--- src/rtl/nspi_pkg.sv ---
// Shared definitions for the NSPI frame sequencer and transmitter-side blocks:
// sequencer state encoding and counter-width helper.
package nspi_pkg;

   localparam int unsigned NSPI_STATE_W = 3;

   typedef enum logic [NSPI_STATE_W-1:0] {
      ST_IDLE  = 3'd0,
      ST_FETCH = 3'd1,
      ST_LOAD  = 3'd2,
      ST_REQ   = 3'd3,
      ST_ACK   = 3'd4,
      ST_DRAIN = 3'd5,
      ST_GAP   = 3'd6
   } nspi_state_e;

   // Bits needed to hold 0..n-1, never less than one bit.
   function automatic int unsigned nspi_cnt_width(input int unsigned n);
      return (n > 32'd1) ? $clog2(n) : 32'd1;
   endfunction

endpackage

--- src/rtl/nspi_frame_sequencer.sv ---
// Frame sequencer: walks a word buffer and hands each word to the SPI transmitter.
// Optional handshake watchdog enabled by defining NSPI_SEQ_TIMEOUT_EN.
module nspi_frame_sequencer
   import nspi_pkg::*;
#(
   parameter  int unsigned CHANNEL_NUMBER = 3,
   parameter  int unsigned SPI_SIZE       = 8,
   parameter  int unsigned FRAME_WORDS    = 128,
   parameter  int unsigned GAP_CYCLES     = 16,
   parameter  int unsigned TIMEOUT_CYCLES = 1024,
   localparam int unsigned ADDR_W         = nspi_cnt_width(FRAME_WORDS)
) (
   input  logic                                    clk,
   input  logic                                    rst_n,
   input  logic                                    frame_start,
   output logic                                    busy,
   output logic                                    frame_done,
   output logic                                    rd_en,
   output logic [ADDR_W-1:0]                       rd_addr,
   input  logic [CHANNEL_NUMBER-1:0][SPI_SIZE-1:0] rd_data,
   output logic [CHANNEL_NUMBER-1:0][SPI_SIZE-1:0] data_out,
   output logic                                    start_tx,
   input  logic                                    tx_finish,
   output logic                                    timeout_err
);

   localparam int unsigned     GAP_W    = nspi_cnt_width(GAP_CYCLES);
   localparam logic [ADDR_W-1:0] LAST_IDX = ADDR_W'(FRAME_WORDS - 32'd1);
   localparam logic [GAP_W-1:0]  GAP_LAST = GAP_W'((GAP_CYCLES > 32'd0) ? (GAP_CYCLES - 32'd1) : 32'd0);

   // Reject parameter sets the datapath cannot represent.
   if ((FRAME_WORDS < 32'd1) || ((SPI_SIZE != 32'd8) && (SPI_SIZE != 32'd16)) ||
       (TIMEOUT_CYCLES < 32'd1)) begin : g_bad_cfg
      $error("nspi_frame_sequencer: unsupported parameter set");
   end

   nspi_state_e                             state_q, state_d;
   logic [ADDR_W-1:0]                       idx_q, idx_d;
   logic [GAP_W-1:0]                        gap_cnt_q, gap_cnt_d;
   logic [CHANNEL_NUMBER-1:0][SPI_SIZE-1:0] data_out_q, data_out_d;
   logic                                    busy_q, busy_d;
   logic                                    frame_done_q, frame_done_d;
   logic                                    rd_en_q, rd_en_d;
   logic                                    start_tx_q, start_tx_d;

`ifdef NSPI_SEQ_TIMEOUT_EN
   localparam int unsigned     TMO_W    = nspi_cnt_width(TIMEOUT_CYCLES);
   localparam logic [TMO_W-1:0] TMO_LAST = TMO_W'(TIMEOUT_CYCLES - 32'd1);

   logic [TMO_W-1:0] tmo_cnt_q, tmo_cnt_d;
   logic             timeout_err_q, timeout_err_d;
`endif

   // Next-state and next-output decode; output registers mirror the state being entered.
   always_comb begin
      state_d      = state_q;
      idx_d        = idx_q;
      gap_cnt_d    = gap_cnt_q;
      data_out_d   = data_out_q;
      frame_done_d = 1'b0;
`ifdef NSPI_SEQ_TIMEOUT_EN
      tmo_cnt_d     = tmo_cnt_q;
      timeout_err_d = timeout_err_q;
`endif
      case (state_q)
         ST_IDLE: begin
            if (frame_start && tx_finish) begin
               state_d = ST_FETCH;
               idx_d   = '0;
            end else begin
               state_d = ST_IDLE;
            end
         end
         ST_FETCH: state_d = ST_LOAD;
         ST_LOAD: begin
            data_out_d = rd_data;
            state_d    = ST_REQ;
`ifdef NSPI_SEQ_TIMEOUT_EN
            tmo_cnt_d  = '0;
`endif
         end
         ST_REQ: begin
            if (!tx_finish) begin
               state_d = ST_ACK;
`ifdef NSPI_SEQ_TIMEOUT_EN
               tmo_cnt_d = tmo_cnt_q + 1'b1;
            end else if (tmo_cnt_q == TMO_LAST) begin
               state_d       = ST_IDLE;
               timeout_err_d = 1'b1;
            end else begin
               tmo_cnt_d = tmo_cnt_q + 1'b1;
`else
            end else begin
               state_d = ST_REQ;
`endif
            end
         end
         ST_ACK: begin
            if (tx_finish) begin
               state_d = ST_DRAIN;
`ifdef NSPI_SEQ_TIMEOUT_EN
            end else if (tmo_cnt_q == TMO_LAST) begin
               state_d       = ST_IDLE;
               timeout_err_d = 1'b1;
            end else begin
               tmo_cnt_d = tmo_cnt_q + 1'b1;
`else
            end else begin
               state_d = ST_ACK;
`endif
            end
         end
         ST_DRAIN: begin
            if (idx_q == LAST_IDX) begin
               if (GAP_CYCLES == 32'd0) begin
                  state_d      = ST_IDLE;
                  frame_done_d = 1'b1;
               end else begin
                  state_d   = ST_GAP;
                  gap_cnt_d = '0;
               end
            end else begin
               idx_d   = idx_q + 1'b1;
               state_d = ST_FETCH;
            end
         end
         ST_GAP: begin
            if (gap_cnt_q == GAP_LAST) begin
               state_d      = ST_IDLE;
               frame_done_d = 1'b1;
            end else begin
               gap_cnt_d = gap_cnt_q + 1'b1;
            end
         end
         default: state_d = ST_IDLE;
      endcase
      busy_d     = (state_d != ST_IDLE);
      rd_en_d    = (state_d == ST_FETCH);
      start_tx_d = (state_d == ST_REQ);
   end

   // State, index, counters and registered outputs.
   always_ff @(posedge clk or negedge rst_n) begin
      if (!rst_n) begin
         state_q      <= ST_IDLE;
         idx_q        <= '0;
         gap_cnt_q    <= '0;
         data_out_q   <= '0;
         busy_q       <= 1'b0;
         frame_done_q <= 1'b0;
         rd_en_q      <= 1'b0;
         start_tx_q   <= 1'b0;
      end else begin
         state_q      <= state_d;
         idx_q        <= idx_d;
         gap_cnt_q    <= gap_cnt_d;
         data_out_q   <= data_out_d;
         busy_q       <= busy_d;
         frame_done_q <= frame_done_d;
         rd_en_q      <= rd_en_d;
         start_tx_q   <= start_tx_d;
      end
   end

`ifdef NSPI_SEQ_TIMEOUT_EN
   // Handshake watchdog; the error flag is sticky until reset.
   always_ff @(posedge clk or negedge rst_n) begin
      if (!rst_n) begin
         tmo_cnt_q     <= '0;
         timeout_err_q <= 1'b0;
      end else begin
         tmo_cnt_q     <= tmo_cnt_d;
         timeout_err_q <= timeout_err_d;
      end
   end

   assign timeout_err = timeout_err_q;
`else
   assign timeout_err = 1'b0;
`endif

   assign busy       = busy_q;
   assign frame_done = frame_done_q;
   assign rd_en      = rd_en_q;
   assign rd_addr    = idx_q;
   assign data_out   = data_out_q;
   assign start_tx   = start_tx_q;

endmodule

--- config.mk ---
export PLATFORM = sky130hd
export DESIGN_NAME = nspi_frame_sequencer
export DESIGN_NICKNAME = d
export VERILOG_FILES = /design/src/rtl/nspi_pkg.sv /design/src/rtl/nspi_frame_sequencer.sv
export SDC_FILE = /design/constraint.sdc
export NUM_CORES = 1
export LEC_CHECK = 0
export CAP_MARGIN = 10
export CORE_AREA = 2 2 55 82
export DETAILED_ROUTE_END_ITERATION = 10
export DIE_AREA = 0 0 57 84
export PLACE_DENSITY = 0.88
export RECOVER_POWER = 100
export SLEW_MARGIN = 20
export SYNTH_ARGS = -nofsm -noshare
export SYNTH_HDL_FRONTEND = slang
export SYNTH_SLANG_ARGS = --single-unit
--- constraint.sdc ---
create_clock -name clk -period 2.6 [get_ports clk]
set_input_delay 0.39 -clock clk [delete_from_list [all_inputs] [get_ports clk]]
set_output_delay 0.39 -clock clk [all_outputs]
set_load 0.02 [all_outputs]
==> results of run 1 <==
-- routing by layer --
| layer | track usage, % | vias to the layer above |
|---|---|---|
| li1 | - | 675 |
| met4 | 9.30 | 0 |
| met2 | 32.6 | 37 |
| met3 | 3.88 | 9 |
| met5 | 0 | - |
| met1 | 21.7 | 716 |
-- state kept, by name, indices dropped and copies added (netlist names) --
name / flops
rd_addr: 7
busy: 1
rd_en: 1
data_out: 24
gap_cnt_q: 4
frame_done: 1
state_q: 3
start_tx: 1
-- report_power, final --
| part | leakage (nW) | switching (mW) | internal [mW] |
|---|---|---|---|
| clock | 0.0514 | 0.229 | 0.286 |
| combinational | 0.530 | 0.720 | 0.741 |
| sequential | 0.511 | 0.225 | 0.945 |
-- how the worst max path moves through the flow --
stage               cells after the start  slack [ns]            to
global placement                        3        0.72   data_out[0]
CTS                                     3        0.67  data_out[23]
finish                                  3        0.67   data_out[1]
global route                            3        0.59  data_out[23]
floorplan                               4        1.14   data_out[0]
detailed placement                      3        0.70   data_out[1]
-- final cells by class --
type | instances | area (um2) | area share [%]
clock buffers | 6 | 72.6 | 2.78
well taps | 46 | 57.6 | 2.21
multi-input cells | 98 | 763 | 29.3
clock inverters | 2 | 37.5 | 1.44
inverters | 3 | 11.3 | 0.432
flip-flops and latches | 42 | 1050 | 40.3
repair buffers | 62 | 616 | 23.6
-- cells in the final DEF (no fill, tap or decap), types with 3 or more instances in the layout --
| master | Yosys | layout |
|---|---|---|
| mux2i_1 | 4 | 4 |
| o21ai_0 | 9 | 9 |
| inv_1 | 3 | 3 |
| dfrtp_1 | 42 | 42 |
| nor3_1 | 5 | 5 |
| clkdlybuf4s50_1 | 0 | 25 |
| clkbuf_8 | 0 | 5 |
| a211oi_1 | 4 | 4 |
| mux2_2 | 24 | 24 |
| nand3_1 | 3 | 3 |
| nand2_1 | 6 | 6 |
| dlygate4sd3_1 | 0 | 36 |
| nor2_1 | 6 | 6 |
-- cells by family (layout without fill, tap and decap cells) --
family | Yosys count | count (layout) | synth area share (%)
compound gates | 32 | 32 | 11.7
fa+ha+maj | 2 | 2 | 1.32
buf+inv | 10 | 73 | 4.04
flops | 42 | 42 | 55.6
mux | 28 | 28 | 16.4
other cells | 1 | 1 | 0.198
simple gates | 35 | 35 | 10.7
-- critical path, stage by stage, from the launching register on --
cell and delay (ns):
dfrtp_1 0.51, or2b_2 0.37, nor2_4 0.52, mux2_2 0.42
-- metrics by stage --
step / hold WS (ns) / area, um2
3_5_place_dp: 0.495 / 2500
5_1_grt: 0.286 / 2610
4_1_cts: 0.256 / 2610
6_report: 0.215 / 2610
3_3_place_gp: 0.489 / 2500
2_1_floorplan: 0.0944 / 1890
==> impl_metrics.ini, run 1 <==
[clock_network]
cts.clk_slew.worst_paths_ns = 0.08
hold_buffers = 0
cts_inserted_buffers = 5
clock_latency_ns = 0.30
cts_repair_resize_count = 0
postCtsSetupBuffers = 0
clockBufferDepth = 2
clkSinkCount = 42
h-tree-depth = 2
cts_tree = done
ctsRootBufferMaster = clkbuf_8

[detailed_routing]
wl_per_cell_um = 16.0
viasPerCell = 5.55
route.detailed.drc = 0
ant_nets = 0
dr_total_vias = 1437
drt_wl_total_um = 4140
met1_length_um = 1580
drt_iter0_drc = 35
firstDrtPassIters = 4
routed-wl-met2_um = 2280
dr_wl_met3_um = 150
routed.top_layer = met4

[logic_synthesis]
synth-seq-cells = 42
yosys.cell_types.count = 42
yosys-top-cells-count = 42 x dfrtp_1, 24 x mux2_2, 9 x o21ai_0
synth.most_common_cell = dfrtp_1
async_reset_ff_share_pct = 100
yosys.area.top_type_share_pct = 55.6
synthTopCellsByArea = dfrtp_1 56%, mux2_2 14%, o21ai_0 2.4%
ys.flop_type = dfrtp_1
syn_avg_cell_area_um2 = 12.6
seq_area_frac_synth_pct = 55.6
synth_area_mm2 = 0.00189
yosys.area.top_type = dfrtp_1
syn_inst = 150
synth-edff-count = 0
yosysWarnings = 0
synth_nets = 180

[timing]
finalSetupTns_ns = 0
final_hold_viol_count = 0
min_period_ns = 1.93
slew_headroom_pct = 38.8
setup_viol = 0
final-max-slew-violation-count = 0
rsz0062_at_grt = no
fin_crit_sh_pct = 74.3
clock_skew_ns = 0.00587
setup_slack_ns = 0.668
clock.fmax_mhz = 518
tightest_slew_ns = 0.919

[placement]
place_ws_ns = 0.695
place.gp.congestion = 0.798
dpl.cell_count = 251
numPortBuffers = 62
post-dp-hpwl_um = 2970

[floorplan]
die_height_um = 84
die_w_um = 57
num_rows = 29
dieArea_mm2 = 0.00479
start_util_pct = 45.7
ioPinCount = 64
core_area_mm2 = 0.00414

[critical_path]
rr_startpoint = state_q[1]
critPathMaxFanout = 24
ff2ff_setup_slack_ns = 0.67
crit_path_end_kind = register
worst-setup-path-type = reg2reg
startpoint = state_q[1]
required_ns = 2.79
arrival_ns = 2.12
timing.rr.end = data_out[1]
crit_path_start_kind = register
reg2reg_depth = 3

[finish]
area_growth_pct = 38.0
fill_cells = 343
fin_nets = 242
fin_util_pct = 63.1
layout-drive-gt1-share_pct = 17.4
diodes = 0
stdcell_count = 259

[global_routing]
antenna_found_initial = 0
grtUsageTotal_pct = 18.9
grt_pass1_wl_um = 6930
grt.overflow.total = 0
grt_max_degree = 43
first_global_vias = 1453

[status]
outcome = finished, final reports clean

[power]
peakVddDrop_mv = 0.886
powerDensity_mw_per_mm2 = 1210
leakage_nw = 1.09
p_total_mw = 3.15

[min_path]
hold_path_class = in2async

[job]
cap_viol_max_count = 0
No activity file was read; power rests on OpenSTA's default activity.
==> inputs of run 2 (changes only) <==
--- a/config.mk
+++ b/config.mk
@@ -6,10 +6,10 @@
 export NUM_CORES = 1
 export LEC_CHECK = 0
 export CAP_MARGIN = 10
-export CORE_AREA = 2 2 55 82
+export CORE_AREA = 2 2 59 89
 export DETAILED_ROUTE_END_ITERATION = 10
-export DIE_AREA = 0 0 57 84
-export PLACE_DENSITY = 0.88
+export DIE_AREA = 0 0 61 91
+export PLACE_DENSITY = 0.81
 export RECOVER_POWER = 100
 export SLEW_MARGIN = 20
 export SYNTH_ARGS = -nofsm -noshare
==> constraint.sdc (replaced) <==
create_clock -name clk -period 1.7 [get_ports clk]
set_input_delay 0.255 -clock clk [delete_from_list [all_inputs] [get_ports clk]]
set_output_delay 0.255 -clock clk [all_outputs]
set_load 0.02 [all_outputs]
==> impl_metrics.ini, run 2 (synthesis results as in run 1) <==
[floorplan]
start_util_pct = 39.6
core_area_mm2 = 0.00477
die_w_um = 61
die_height_um = 91
dieArea_mm2 = 0.00555
ioPinCount = 64
num_rows = 31

[clock_network]
clkSinkCount = 42
postCtsSetupBuffers = 0
clockBufferDepth = 2
clock_latency_ns = 0.30
cts_inserted_buffers = 5
h-tree-depth = 2
cts_tree = done
ctsRootBufferMaster = clkbuf_8
cts.clk_slew.worst_paths_ns = 0.08

[detailed_routing]
firstDrtPassIters = 4
drt_wl_total_um = 4030
viasPerCell = 5.03
ant_nets = 0
wl_per_cell_um = 14.0
route.detailed.drc = 0
drt_iter0_drc = 35
dr_total_vias = 1443

[power]
peakVddDrop_mv = 0.990
seq_power_share_pct = 37.0
leakage_nw = 1.10
power.switching_mw = 1.78
p_comb_share_pct = 49.3
clock_power_share_pct = 13.7
p_int_mw = 2.91
sw_frac_of_total_pct = 38.0
powerDensity_mw_per_mm2 = 1760

[critical_path]
cp_cell_sequence = clkdlybuf4s50_1
crit_path_start_kind = register
critPathTopFamily = buffers and inverters
crit_path_end_kind = output port
reg2reg_depth = 4
cpMaxStageDelayCell = clkdlybuf4s50_1
worst-setup-path-type = reg2out
cp_num_cells = 1
critPathMaxFanout = 7
arrival_ns = 1.37
rr_startpoint = state_q[2]
startpoint = rd_addr[3]
crit_buf_inv = 1
cpPeakStageDelay_ns = 0.64
required_ns = 1.44

[status]
outcome = finished, final reports clean

[finish]
multi_input_area_um2 = 763
fill_cells = 419
largest_reg_flops = 24
final_common_cell = dfrtp_1
layout-drive-gt1-share_pct = 19.5
area_growth_pct = 41.1
layout_common_cells = 42 x dfrtp_1, 32 x clkdlybuf4s50_1, 29 x dlygate4sd3_1
diodes = 0
register_area_mm2 = 0.00105
stdcell_count = 287
finalInstanceArea_mm2 = 0.00267
fin_nets = 250

[global_routing]
grt.overflow.total = 0
grtUsageTotal_pct = 16.6
grt_max_degree = 25
first_global_vias = 1470
antenna_found_initial = 0
grt_pass1_wl_um = 6870

[timing]
slew_headroom_pct = 30.1
final-max-slew-violation-count = 0
final_hold_viol_count = 0
finalSetupTns_ns = 0
min_period_ns = 1.63
setup_viol = 0
tightest_slew_ns = 1.05
fin_crit_sh_pct = 95.8
clock.fmax_mhz = 614
clock_skew_ns = 0.00972
rsz0062_at_grt = no

[job]
cap_viol_max_count = 0

[placement]
dpl.cell_count = 278
place_area_mm2 = 0.00259
post-dp-hpwl_um = 3020
numPortBuffers = 62
place.gp.congestion = 0.758

[min_path]
min-delay-start = data_out[21]
hold_depth = 1
hold_path_class = reg2reg
[run 2: worst paths after layout]
check	endpoint	slack, ns
max reg2reg	data_out[5]	0.09
min reg2reg	data_out[21]	0.50
max in group asynchronous	rd_addr[6]	0.26
min in group asynchronous	data_out[14]	0.65
min	data_out[21]	0.50
max	rd_addr[3]	0.07
[run 2: layer usage]
metal / wire (um) / up-vias / global-route usage (%)
met2: 2170 / 44 / 28.0
met1: 1560 / 710 / 19.3
met4: 100 / 0 / 7.79
met5: 0 / - / 0
li1: - / 682 / -
met3: 192 / 7 / 3.70
[run 2: cell type report]
class	count	share of cell area, %
Timing Repair Buffer	70	25.1
Clock inverter	3	0.797
Multi-Input combinational cell	98	28.6
Sequential cell	42	39.4
Tap cell	66	3.10
Clock buffer	5	2.58
Inverter	3	0.422
[run 2: repair_timing]
action	CTS	global route
setup endpoints to repair	1	2
hold buffers	1	0
gates cloned	0	0
hold endpoints to repair	18	0
resized for setup	1	1
[run 2: power groups by stage]
stage	registers, mW	clock network, mW	logic [mW]
finish	1.74	0.640	2.31
global route	1.82	0.699	2.52
CTS	1.76	0.669	2.53
detailed placement	1.78	0	2.52
global placement	1.76	0	2.48
floorplan	2.18	0	1.08
[run 2: per-stage QoR]
step	setup slack (ns)	hold slack (ns)	utilization [%]	power, mW
finish	0.0706	0.502	55.9	4.69
global route	0.00947	0.530	55.9	5.04
CTS	0.0486	0.427	56.3	4.96
detailed placement	0.218	0.220	54.3	4.30
global placement	0.234	0.215	54.3	4.23
floorplan	0.241	-0.0406	-	3.26
